**config.mk**
```make
export PLATFORM = sky130hd
export DESIGN_NAME = rock_hit_detector_flat
export DESIGN_NICKNAME = d
export VERILOG_FILES = /design/src/rtl/rock_hit_detector_if.sv /design/src/rtl/rock_hit_detector.sv /design/src/flat_wrapper.sv
export SDC_FILE = /design/constraint.sdc
export NUM_CORES = 1
export LEC_CHECK = 0
export ABC_AREA = 1
export CAP_MARGIN = 30
export CORE_ASPECT_RATIO = 0.9
export CORE_UTILIZATION = 42
export CTS_BUF_LIST = sky130_fd_sc_hd__clkbuf_8
export CTS_CLUSTER_DIAMETER = 100
export CTS_CLUSTER_SIZE = 14
export DETAILED_ROUTE_END_ITERATION = 8
export GPL_TIMING_DRIVEN = 0
export HOLD_SLACK_MARGIN = 0.15
export PLACE_DENSITY = 0.64
export SLEW_MARGIN = 20
export SYNTH_ARGS = -nofsm -noshare
export SYNTH_HDL_FRONTEND = slang
export SYNTH_SLANG_ARGS = --single-unit
```
**constraint.sdc**
```tcl
create_clock -name clk -period 3.8 [get_ports clk]
set_input_delay 0.38 -clock clk [delete_from_list [all_inputs] [get_ports clk]]
set_output_delay 0.38 -clock clk [all_outputs]
set_load 0.03 [all_outputs]
```
**src/rtl/rock_hit_detector_if.sv**
```systemverilog
// Bundle of the scan-side inputs and the game-state outputs of the rock hit
// detector. The video/rock pipeline drives the master side; the detector is
// the slave.
interface rock_hit_detector_if #(
    parameter int NUM_ROCKS = 10,
    parameter int SCORE_W   = 16
);
    logic [9:0]           px;
    logic [9:0]           py;
    logic [NUM_ROCKS-1:0] rock_pixel;
    logic                 ship_pixel;
    logic                 bullet_pixel;
    logic                 frame_end;
    logic                 start;
    logic [NUM_ROCKS-1:0] rock_reset;
    logic                 bullet_kill;
    logic                 ship_hit;
    logic [SCORE_W-1:0]   score;
    logic [2:0]           lives;
    logic                 game_over;

    modport master (
        output px, py, rock_pixel, ship_pixel, bullet_pixel, frame_end, start,
        input  rock_reset, bullet_kill, ship_hit, score, lives, game_over
    );

    modport slave (
        input  px, py, rock_pixel, ship_pixel, bullet_pixel, frame_end, start,
        output rock_reset, bullet_kill, ship_hit, score, lives, game_over
    );
endinterface

```
**src/rtl/rock_hit_detector.sv**
```systemverilog
// Rock hit detector: accumulates rock/bullet and rock/ship overlaps over the
// visible part of a frame, reports them in a single cycle after frame_end
// (destroy pulses back to the rock manager), and keeps score, lives and the
// game-over state. All outputs come straight from registers.
module rock_hit_detector #(
    parameter int NUM_ROCKS  = 10,
    parameter int SCORE_W    = 16,
    parameter int LIVES_INIT = 3,
    parameter int H_ACTIVE   = 640,
    parameter int V_ACTIVE   = 480
) (
    input  logic               clk,
    input  logic               resetn,
    rock_hit_detector_if.slave bus
);

    typedef enum logic [1:0] {
        ST_SCAN      = 2'd0,
        ST_REPORT    = 2'd1,
        ST_GAME_OVER = 2'd2
    } state_t;

    localparam logic [SCORE_W-1:0]   SCORE_MAX  = {SCORE_W{1'b1}};
    localparam logic [SCORE_W-1:0]   SCORE_ZERO = {SCORE_W{1'b0}};
    localparam logic [2:0]           LIVES_LOAD = 3'(LIVES_INIT);
    localparam logic [NUM_ROCKS-1:0] ROCKS_ALL  = {NUM_ROCKS{1'b1}};
    localparam logic [NUM_ROCKS-1:0] ROCKS_NONE = {NUM_ROCKS{1'b0}};
    // One extra bit so the comparison also holds for limits up to 1024.
    localparam logic [10:0]          H_LIMIT    = 11'(H_ACTIVE);
    localparam logic [10:0]          V_LIMIT    = 11'(V_ACTIVE);

    // Number of set bits in a rock vector, widened to the score adder width.
    function automatic logic [SCORE_W:0] popcount(input logic [NUM_ROCKS-1:0] v);
        logic [SCORE_W:0] cnt;
        cnt = {(SCORE_W+1){1'b0}};
        for (int i = 0; i < NUM_ROCKS; i++) begin
            cnt = cnt + {{SCORE_W{1'b0}}, v[i]};
        end
        return cnt;
    endfunction

    // Score addition that sticks at the maximum instead of wrapping.
    function automatic logic [SCORE_W-1:0] sat_add(input logic [SCORE_W-1:0] a,
                                                   input logic [SCORE_W:0]   b);
        logic [SCORE_W:0] sum;
        sum = {1'b0, a} + b;
        if (sum > {1'b0, SCORE_MAX}) begin
            return SCORE_MAX;
        end else begin
            return sum[SCORE_W-1:0];
        end
    endfunction

    // Lives decrement floored at zero.
    function automatic logic [2:0] lives_dec(input logic [2:0] l);
        if (l == 3'd0) begin
            return 3'd0;
        end else begin
            return l - 3'd1;
        end
    endfunction

    state_t               state_r,  state_next_s;
    logic [NUM_ROCKS-1:0] bhit_r,   bhit_next_s;
    logic [NUM_ROCKS-1:0] shit_r,   shit_next_s;
    logic [SCORE_W-1:0]   score_r,  score_next_s;
    logic [2:0]           lives_r,  lives_next_s;
    logic [NUM_ROCKS-1:0] rock_reset_r, rock_reset_next_s;
    logic                 bullet_kill_r, bullet_kill_next_s;
    logic                 ship_hit_r, ship_hit_next_s;
    logic                 game_over_r, game_over_next_s;

    logic                 sample_en_s;
    logic [NUM_ROCKS-1:0] bhit_sample_s;
    logic [NUM_ROCKS-1:0] shit_sample_s;

    // Overlaps seen at the current pixel, masked to the visible area.
    always_comb begin
        sample_en_s   = ({1'b0, bus.px} < H_LIMIT) && ({1'b0, bus.py} < V_LIMIT);
        bhit_sample_s = bus.rock_pixel & {NUM_ROCKS{bus.bullet_pixel & sample_en_s}};
        shit_sample_s = bus.rock_pixel & {NUM_ROCKS{bus.ship_pixel & sample_en_s}};
    end

    // Next-state, accumulator, counter and output decode. Outputs are
    // computed for the state being entered so they can be registered and
    // still line up with that state's cycle.
    always_comb begin
        state_next_s       = state_r;
        bhit_next_s        = bhit_r;
        shit_next_s        = shit_r;
        score_next_s       = score_r;
        lives_next_s       = lives_r;
        rock_reset_next_s  = ROCKS_NONE;
        bullet_kill_next_s = 1'b0;
        ship_hit_next_s    = 1'b0;
        game_over_next_s   = 1'b0;

        case (state_r)
            ST_SCAN: begin
                // Samples of the frame_end cycle are part of this report.
                bhit_next_s = bhit_r | bhit_sample_s;
                shit_next_s = shit_r | shit_sample_s;
                if (bus.frame_end) begin
                    state_next_s       = ST_REPORT;
                    rock_reset_next_s  = bhit_next_s | shit_next_s;
                    bullet_kill_next_s = |bhit_next_s;
                    ship_hit_next_s    = |shit_next_s;
                end else begin
                    state_next_s = ST_SCAN;
                end
            end

            ST_REPORT: begin
                // A rock hit by both bullet and ship is one bit in each
                // vector: it scores once and the ship vector costs one life.
                score_next_s = sat_add(score_r, popcount(bhit_r));
                if (|shit_r) begin
                    lives_next_s = lives_dec(lives_r);
                end else begin
                    lives_next_s = lives_r;
                end
                bhit_next_s = ROCKS_NONE;
                shit_next_s = ROCKS_NONE;
                if (lives_next_s == 3'd0) begin
                    state_next_s      = ST_GAME_OVER;
                    rock_reset_next_s = ROCKS_ALL;
                    game_over_next_s  = 1'b1;
                end else begin
                    state_next_s = ST_SCAN;
                end
            end

            ST_GAME_OVER: begin
                if (bus.start) begin
                    state_next_s = ST_SCAN;
                    score_next_s = SCORE_ZERO;
                    lives_next_s = LIVES_LOAD;
                    bhit_next_s  = ROCKS_NONE;
                    shit_next_s  = ROCKS_NONE;
                end else begin
                    // Keep every rock held in reset while the game is over.
                    state_next_s      = ST_GAME_OVER;
                    rock_reset_next_s = ROCKS_ALL;
                    game_over_next_s  = 1'b1;
                end
            end

            default: begin
                state_next_s = ST_SCAN;
                bhit_next_s  = ROCKS_NONE;
                shit_next_s  = ROCKS_NONE;
            end
        endcase
    end

    // State, accumulators, counters and registered outputs; reset drops any
    // pending hits so no destroy pulse leaks out of an interrupted frame.
    always_ff @(posedge clk or negedge resetn) begin
        if (!resetn) begin
            state_r       <= ST_SCAN;
            bhit_r        <= ROCKS_NONE;
            shit_r        <= ROCKS_NONE;
            score_r       <= SCORE_ZERO;
            lives_r       <= LIVES_LOAD;
            rock_reset_r  <= ROCKS_NONE;
            bullet_kill_r <= 1'b0;
            ship_hit_r    <= 1'b0;
            game_over_r   <= 1'b0;
        end else begin
            state_r       <= state_next_s;
            bhit_r        <= bhit_next_s;
            shit_r        <= shit_next_s;
            score_r       <= score_next_s;
            lives_r       <= lives_next_s;
            rock_reset_r  <= rock_reset_next_s;
            bullet_kill_r <= bullet_kill_next_s;
            ship_hit_r    <= ship_hit_next_s;
            game_over_r   <= game_over_next_s;
        end
    end

    assign bus.rock_reset  = rock_reset_r;
    assign bus.bullet_kill = bullet_kill_r;
    assign bus.ship_hit    = ship_hit_r;
    assign bus.score       = score_r;
    assign bus.lives       = lives_r;
    assign bus.game_over   = game_over_r;

endmodule

```
**src/flat_wrapper.sv**
```systemverilog
// flat-port wrapper written by rule: the top's interface ports become plain ports
module rock_hit_detector_flat 
#(
    parameter int NUM_ROCKS  = 10,
    parameter int SCORE_W    = 16,
    parameter int LIVES_INIT = 3,
    parameter int H_ACTIVE   = 640,
    parameter int V_ACTIVE   = 480
)
  (clk, resetn, bus_px, bus_py, bus_rock_pixel, bus_ship_pixel, bus_bullet_pixel, bus_frame_end, bus_start, bus_rock_reset, bus_bullet_kill, bus_ship_hit, bus_score, bus_lives, bus_game_over);
  rock_hit_detector_if #(.NUM_ROCKS(NUM_ROCKS), .SCORE_W(SCORE_W)) bus_i ();
  input  logic clk;
  input  logic resetn;
  input wire logic [$bits(bus_i.px)-1:0] bus_px;
  input wire logic [$bits(bus_i.py)-1:0] bus_py;
  input wire logic [$bits(bus_i.rock_pixel)-1:0] bus_rock_pixel;
  input wire logic [$bits(bus_i.ship_pixel)-1:0] bus_ship_pixel;
  input wire logic [$bits(bus_i.bullet_pixel)-1:0] bus_bullet_pixel;
  input wire logic [$bits(bus_i.frame_end)-1:0] bus_frame_end;
  input wire logic [$bits(bus_i.start)-1:0] bus_start;
  output wire logic [$bits(bus_i.rock_reset)-1:0] bus_rock_reset;
  output wire logic [$bits(bus_i.bullet_kill)-1:0] bus_bullet_kill;
  output wire logic [$bits(bus_i.ship_hit)-1:0] bus_ship_hit;
  output wire logic [$bits(bus_i.score)-1:0] bus_score;
  output wire logic [$bits(bus_i.lives)-1:0] bus_lives;
  output wire logic [$bits(bus_i.game_over)-1:0] bus_game_over;
  assign bus_i.px = bus_px;
  assign bus_i.py = bus_py;
  assign bus_i.rock_pixel = bus_rock_pixel;
  assign bus_i.ship_pixel = bus_ship_pixel;
  assign bus_i.bullet_pixel = bus_bullet_pixel;
  assign bus_i.frame_end = bus_frame_end;
  assign bus_i.start = bus_start;
  assign bus_rock_reset = bus_i.rock_reset;
  assign bus_bullet_kill = bus_i.bullet_kill;
  assign bus_ship_hit = bus_i.ship_hit;
  assign bus_score = bus_i.score;
  assign bus_lives = bus_i.lives;
  assign bus_game_over = bus_i.game_over;
  rock_hit_detector #(.NUM_ROCKS(NUM_ROCKS), .SCORE_W(SCORE_W), .LIVES_INIT(LIVES_INIT), .H_ACTIVE(H_ACTIVE), .V_ACTIVE(V_ACTIVE)) u_core (.clk(clk), .resetn(resetn), .bus(bus_i));
endmodule
```
# After elaboration in Yosys (flattened, before gate mapping)
# Index checks and enable logic that the tools add are counted.
# classes
add_sub_neg,11
n_lt_le_gt_ge,3
eq_ne,3
mux,26
bitwise_logic,7
n_reduce_logical,9
# op_table
op,n
17-bit by 1-bit adder with 17-bit output,8
10-bit 2-to-1 mux,4
10-bit one-hot mux with 2 select lines,2
16-bit 2-to-1 mux,2
16-bit one-hot mux with 2 select lines,1
10-bit OR,3
10-bit one-hot mux with 3 select lines,1
10-bit OR reduction,3
10-bit AND,2
16-bit by 17-bit adder with 17-bit output,1
"17-bit by 16-bit > comparator with 1-bit output, second input constant",1
3-bit 2-to-1 mux,4
"10-bit less-than comparator, second input constant",1
"10-bit by 9-bit less-than comparator with 1-bit output, second input constant",1
1-bit 2-to-1 mux,7
3-bit logical NOT,2
2-bit one-hot mux with 3 select lines,1
3-bit one-hot mux with 2 select lines,1
2-bit 2-to-1 mux,2
"3-bit by 1-bit subtractor with 3-bit output, second input constant",1
1-bit by 1-bit adder with 2-bit output,1
1-bit AND,2
"2-bit by 1-bit equality test with 1-bit output, second input constant",1
"2-bit equality test, second input constant",1
6 further kinds,6
# totals
reg_bits,54
input_bits,36
out_inout_bits,32
wordCells,68

# Logic depth before layout (Yosys ltp)
# Gate-level depths: netlist (run 1).
# logic_depth
depth_word,13
mapped_depth,18
mapped_depth_nobuf,18

# Least setup slack after synthesis (run 1)
# Ideal clock, no wire load.
# synth_path
kind,register to register
startpoint,register u_core.bhit_r[0]
endpoint,"register u_core.score_r[10], in the netlist u_core.bus.score[10]"
setup_ns,0.117
arrival_time_ns,3.407
required_ns,3.683
setup_slack_ns,0.276
path_stages_with_launch,18
path_buffers,0
synth_period_minus_slack_ns,3.524
cell_sequence,dfrtp_1 -> ha_1 -> inv_1 -> fa_1 -> fa_1 -> fa_1 -> inv_1 -> ha_1 -> inv_1 -> fa_1 -> o21ai_2 -> nand2_1 -> nand2_1 -> inv_1 -> o21ai_0 -> nand3_1 -> nand2_1 -> nand2_1
# synth_via
elab_chain_cells,13
# synth_rtl
item,line,rtl
"start, declared",rock_hit_detector.sv:64,"logic [NUM_ROCKS-1:0] bhit_r, bhit_next_s;"
"start signal, assigned",rock_hit_detector.sv:171,bhit_r <= bhit_next_s;
1-bit by 1-bit adder with 2-bit output *,rock_hit_detector.sv:37,"cnt = cnt + {{SCORE_W{1'b0}}, v[i]};"
17-bit by 1-bit adder with 17-bit output * (8 in a row),rock_hit_detector.sv:37,
16-bit by 17-bit adder with 17-bit output *,rock_hit_detector.sv:46,"sum = {1'b0, a} + b;"
17-bit by 16-bit > comparator with 1-bit output,rock_hit_detector.sv:47,"if (sum > {1'b0, SCORE_MAX}) begin"
16-bit 2-to-1 mux *,rock_hit_detector.sv:47,
16-bit one-hot mux with 2 select lines *,rock_hit_detector.sv:98,case (state_r)
"end signal, assigned",rock_hit_detector.sv:173,score_r <= score_next_s;
"end, declared",rock_hit_detector.sv:66,"logic [SCORE_W-1:0] score_r, score_next_s;"
# Every way passes the cells marked *; elsewhere a longest branch is shown, timed or not.
# A chain may end at the register's enable or synchronous reset.

# Worst setup path in the final report (run 1)
# layout_path
startpoint,register u_core.bhit_r[1]
endpoint,"register u_core.score_r[8], in the netlist u_core.bus.score[8]"
# Same word-level chain as after synthesis.

==> results.json, run 1 <==
{
  "setup_viol": 0,
  "grt_setup_unrepaired": "yes",
  "vdd_drop_max_mv": 0.488,
  "grt_max_degree": 55,
  "cp_max_fo": 8,
  "worstMarginPinSlew_ps": 690,
  "clk_latency_ps": 310,
  "nNetsFinal": 527,
  "synthFlopType": "dfrtp_1",
  "drcViolationCount": 0,
  "synth.area.top_cells": "dfrtp_1, nand2_1, o21ai_0, inv_1, ha_1",
  "hold_class": "reg2reg",
  "grt_pass1_vias": 2675,
  "synth_warnings": 0,
  "synth_async_sr_flop_share": 1.00,
  "min_period_ps": 3770,
  "grt_overflow": 0,
  "place_area_um2": 3870,
  "crit_path_start_kind": "flop",
  "ys_seq_area_frac": 0.422,
  "min-delay-start": "u_core.bus.score[3]$_DFFE_PN0P_",
  "clk_pin_slew_ps": 110,
  "r2r_slack_ps": 30,
  "clk_path_buf_depth": 2,
  "wl_per_cell_um": 13.9,
  "drive_above_1_share": 0.0977,
  "drt_first_pass_iters": 5,
  "critPathLaunch": "u_core.bhit_r[1]$_DFFE_PN0P_",
  "syn_area_um2": 3210,
  "cts.sink_count": 54,
  "areaGrowthSynthToFinish_pct": 27.4,
  "max_freq_mhz": 266,
  "leakagePower_nw": 2.02,
  "dp_hpwl_um": 5860,
  "dieWidth_um": 94.1,
  "cp-end-kind": "flop",
  "hold_viol_final": 0,
  "die_h_um": 84.9,
  "vias": 2925,
  "io_buffers": 55,
  "pin_count": 68,
  "crit_type": "reg2reg",
  "cts_tree": "yes",
  "fin_util": 0.566,
  "initial_core_util": 0.444,
  "setup_tns_ps": 0,
  "timing.final.crit_share": 0.991,
  "die_area_um2": 8000,
  "r2r-start": "u_core.bhit_r[1]$_DFFE_PN0P_",
  "syn_area_per_cell_um2": 8.00,
  "yosysTopAreaCell": "dfrtp_1",
  "syn_inst": 401,
  "drv_slew": 0,
  "postRouteAntennaNets": 0,
  "root_buffer": "clkbuf_8",
  "whs_ps": 526,
  "ys_types": 35,
  "ys_seq_elements": 54,
  "final_cell_mix": "nand2_1, inv_1, clkdlybuf4s50_1",
  "place.gp.congestion": 0.883,
  "fillers": 693,
  "antenna_found_initial": 0,
  "skew_ps": 6.57,
  "drt_wl_total_um": 7830,
  "numCtsBuffers": 5,
  "avgViaCountPerCell": 5.19,
  "pwr_density_cell_nw_per_um2": 826,
  "drt_iter0_drc": 203,
  "status": "completed",
  "crit_required_ps": 4060,
  "syn-num-nets": 458,
  "synth_top_area_frac": 0.405,
  "core_area_um2": 7220,
  "relSlewSlack": 0.540,
  "totalPowerFinal_mw": 3.37,
  "final_common_cell": "nand2_1",
  "fin_area_um2": 4090,
  "htree_levels": 2,
  "diodes": 0,
  "rows": 29,
  "grt.total_usage": 0.205,
  "maxCapViolations": 0,
  "worst_ep_arrival_time_ps": 4030,
  "grt_pass1_wl_um": 12800,
  "synth_edf_count": 0
}
==> layout make-up <==
cell class | count | area (um2) | share of cell area
multi-input cells | 275 | 1610 | 0.394
flip-flops and latches | 54 | 1350 | 0.331
repair buffers | 62 | 616 | 0.151
inverters | 61 | 234 | 0.0572
well taps | 93 | 116 | 0.0285
clock buffers | 5 | 68.8 | 0.0168
plain buffers | 11 | 58.8 | 0.0144
clock inverters | 3 | 28.8 | 0.00704
==> cell families after synthesis <==
kind of cell	after synthesis	share of synthesized area
simple gates	179	0.256
buf+inv	72	0.0904
compound gates	68	0.117
flops	54	0.422
fa+ha+maj	21	0.0959
xor+xnor	7	0.0191
==> repair_timing <==
action / 4_1_cts / 5_1_grt
hold buffers: 1 / 0
pin swaps: 1 / 14
buffers inserted: 1 / 5
endpoints found under the setup margin: 10 / 16
resized for setup: 3 / 19
endpoints found under the hold margin: 52 / 0
==> routing by layer <==
| metal | part of all wire | GRT usage |
|---|---|---|
| met1 | 0.51 | 0.316 |
| met3 | 0.044 | 0.0332 |
| met2 | 0.44 | 0.298 |
| met4 | 0.0078 | 0.0490 |
| met5 | 0 | 0 |
==> per-stage QoR <==
stage,setup WS [ps],cells
3_3_place_gp,3.99,549
4_1_cts,46.7,559
2_1_floorplan,276,401
6_report,33.7,564
5_1_grt,-123,564
3_5_place_dp,-49.8,549
==> power breakdown <==
part           internal [mW]  leakage, nW  switching (mW)
sequential             0.804        0.720           0.149
combinational          0.799         1.25            1.27
clock                  0.137       0.0502           0.211
==> registers in the layout (all words and copies together), names as in the netlist <==
| signal | flops |
|---|---|
| u_core.bhit_r | 10 |
| u_core.bus.bullet_kill | 1 |
| u_core.bus.game_over | 1 |
| u_core.bus.lives | 3 |
| u_core.bus.rock_reset | 10 |
| u_core.bus.score | 16 |
| u_core.bus.ship_hit | 1 |
| u_core.shit_r | 10 |
| u_core.state_r | 2 |
==> cell usage after synthesis (all sizes together), types with 3 or more instances <==
cell type,n
clkbuf,5
nand4,16
ha,15
dfrtp,52
xor2,5
nor3,3
o21ai,56
nand3,37
a21oi,5
nor2,38
a21o,3
buf,6
fa,6
nand2,82
inv,61
==> path summary, 6_finish.rpt <==
path	endpoint	cells after the start
min in group asynchronous	u_core.bus.score[5]$_DFFE_PN0P_	2
hold reg to reg	u_core.bus.score[3]$_DFFE_PN0P_	2
setup reg to reg	u_core.bus.score[8]$_DFFE_PN0P_	16
setup / recovery	u_core.bus.score[8]$_DFFE_PN0P_	16
hold / removal	u_core.bus.score[3]$_DFFE_PN0P_	2
max in group asynchronous	u_core.bus.lives[2]$_DFFE_PN0P_	2
==> critical path: stages, from the launching register on <==
cell	delay, ps
dfrtp_1	400
ha_1	290
inv_2	40
fa_1	530
fa_1	450
fa_1	460
inv_1	70
ha_2	180
inv_2	40
fa_2	390
o21ai_4	180
nand2_1	80
nand2_2	120
nand3_4	170
inv_6	150
o21ai_0	90
nand2_1	60
Note: power is estimated with default switching activity, not from simulation.
==> run 2, diff against run 1 <==
CTS_CLUSTER_SIZE = 28   (was 14)
==> results of run 2 <==
The final DEF is identical to that of run 1; final timing and power are the same.
==> RTL edit: new RTL, config.mk and constraints of run 2 <==
`NUM_ROCKS` is set to 10 in 3 places; all go to 5.
--- a/src/rtl/rock_hit_detector_if.sv
+++ b/src/rtl/rock_hit_detector_if.sv
@@ -3,5 +3,5 @@
 // the slave.
 interface rock_hit_detector_if #(
-    parameter int NUM_ROCKS = 10,
+    parameter int NUM_ROCKS = 5,
     parameter int SCORE_W   = 16
 );
--- a/src/rtl/rock_hit_detector.sv
+++ b/src/rtl/rock_hit_detector.sv
@@ -4,5 +4,5 @@
 // game-over state. All outputs come straight from registers.
 module rock_hit_detector #(
-    parameter int NUM_ROCKS  = 10,
+    parameter int NUM_ROCKS  = 5,
     parameter int SCORE_W    = 16,
     parameter int LIVES_INIT = 3,
--- a/src/flat_wrapper.sv
+++ b/src/flat_wrapper.sv
@@ -2,5 +2,5 @@
 module rock_hit_detector_flat 
 #(
-    parameter int NUM_ROCKS  = 10,
+    parameter int NUM_ROCKS  = 5,
     parameter int SCORE_W    = 16,
     parameter int LIVES_INIT = 3,
Interface: changed (resized bus_rock_pixel and bus_rock_reset); port bits go from 68 to 58. The function was not compared with the original's and may differ.
==> RTL edit against run 2 <==
- synthesized area shrank 26%
- routed wire length fell by 30%
- sequential power fell by 24%
- design area is 25% lower
- via count decreased by 28%
- worst setup slack improved by 0.93 ns
- total power decreased by 32%
- sequential cell count fell by 15
- non-clock buffer count shrank 21
- utilization increased by 0.68 points
- hold slack lost 0.0080 ns
- fmax is 33% higher
- largest power group unchanged
==> RTL edit: results <==
power_and_ir_drop:
  ir_worst_vdd_mv: 0.388
  pwr.group.clock_uw: 422
  p_per_area_nw_per_um2: 745
  p_leak_nw: 1.58
  cellInternalPower_mw: 1.28
global_routing:
  number_of_global_route_vias_before_repair: 1932
  met1_usage_pct: 30.3
  groute.usage.overall_pct: 20.4
  grtUsageMet3_pct: 3.75
  grt_use_met2_pct: 30.1
synth:
  synth_xor_area_share_pct: 2.96
  synth_nets: 334
  compound_gate_portion_of_the_synthesized_area_pct: 10.3
  syn_area_per_cell_um2: 8.11
  ys_types: 38
  synth-adder-area-share_pct: 6.76
  dominant_cells_by_area_after_synthesis: "dfrtp_1, nand2_1, inv_1"
  most_numerous_cell_types_in_the_synthesized_netlist: "nand2_1, inv_1, dfrtp_1"
final_layout:
  finish.cell_count_without_fillers: 414
  drive_above_1_share_pct: 11.2
clocking:
  clk_pin_slew_ns: 0.09
timing:
  final.setup_skew_ns: 0.0101
  fin_worst_hold_slack_ns: 0.518
  worst_slew_pin_slew_ns: 0.491
detailed_routing:
  met2RoutedLength_um: 2300
  met1Wirelength_um: 2840
  initialDrtViolationCount: 173
  postRouteWirelength_um: 5450
  first_pass_iters: 4
setup_path:
  cp_max_fo: 10
  worst_r2r_endpoint: "u_core.bus.score[6]"
  timing.critical_path.arrival_ns: 3.07
  reg_to_reg_startpoint: "u_core.bhit_r[0]"
  max_stage_delay_ns: 0.43
outcome:
  run_status: "completed"
place:
  gp_routability_congestion: 0.866
  number_of_buffers_inserted_by_port_buffering: 45
  place_worst_setup_slack_ns: 0.968
hold_path:
  worstHoldPathType: "in -> async"
==> RTL edit: cell types whose count changed after synthesis, moves of 3 or more <==
cell | before | now
clkbuf_1 | 5 | 2
nand3_1 | 34 | 18
dfrtp_1 | 52 | 37
nor2_1 | 36 | 18
nand2_1 | 81 | 76
or2_2 | 0 | 3
inv_1 | 60 | 40
inv_2 | 0 | 3
o21ai_1 | 0 | 4
o21ai_0 | 53 | 20
ha_1 | 15 | 8
fa_1 | 6 | 3
==> RTL edit: layout make-up <==
| cell class | instances | area, um2 |
|---|---|---|
| clock buffer | 5 | 68.8 |
| inverter | 43 | 161 |
| fill | 477 | 2280 |
| timing repair buffer | 47 | 475 |
| multi-input combinational | 205 | 1190 |
| buffer | 5 | 40.0 |
| tap | 67 | 83.8 |
| clock inverter | 3 | 67.6 |
| sequential | 39 | 978 |
==> RTL edit: repair_timing <==
action / 4_1_cts / 5_1_grt
hold buffers: 1 / 0
hold endpoints to repair: 13 / 0
gates resized for setup: 0 / 0
buffers inserted: 0 / 0
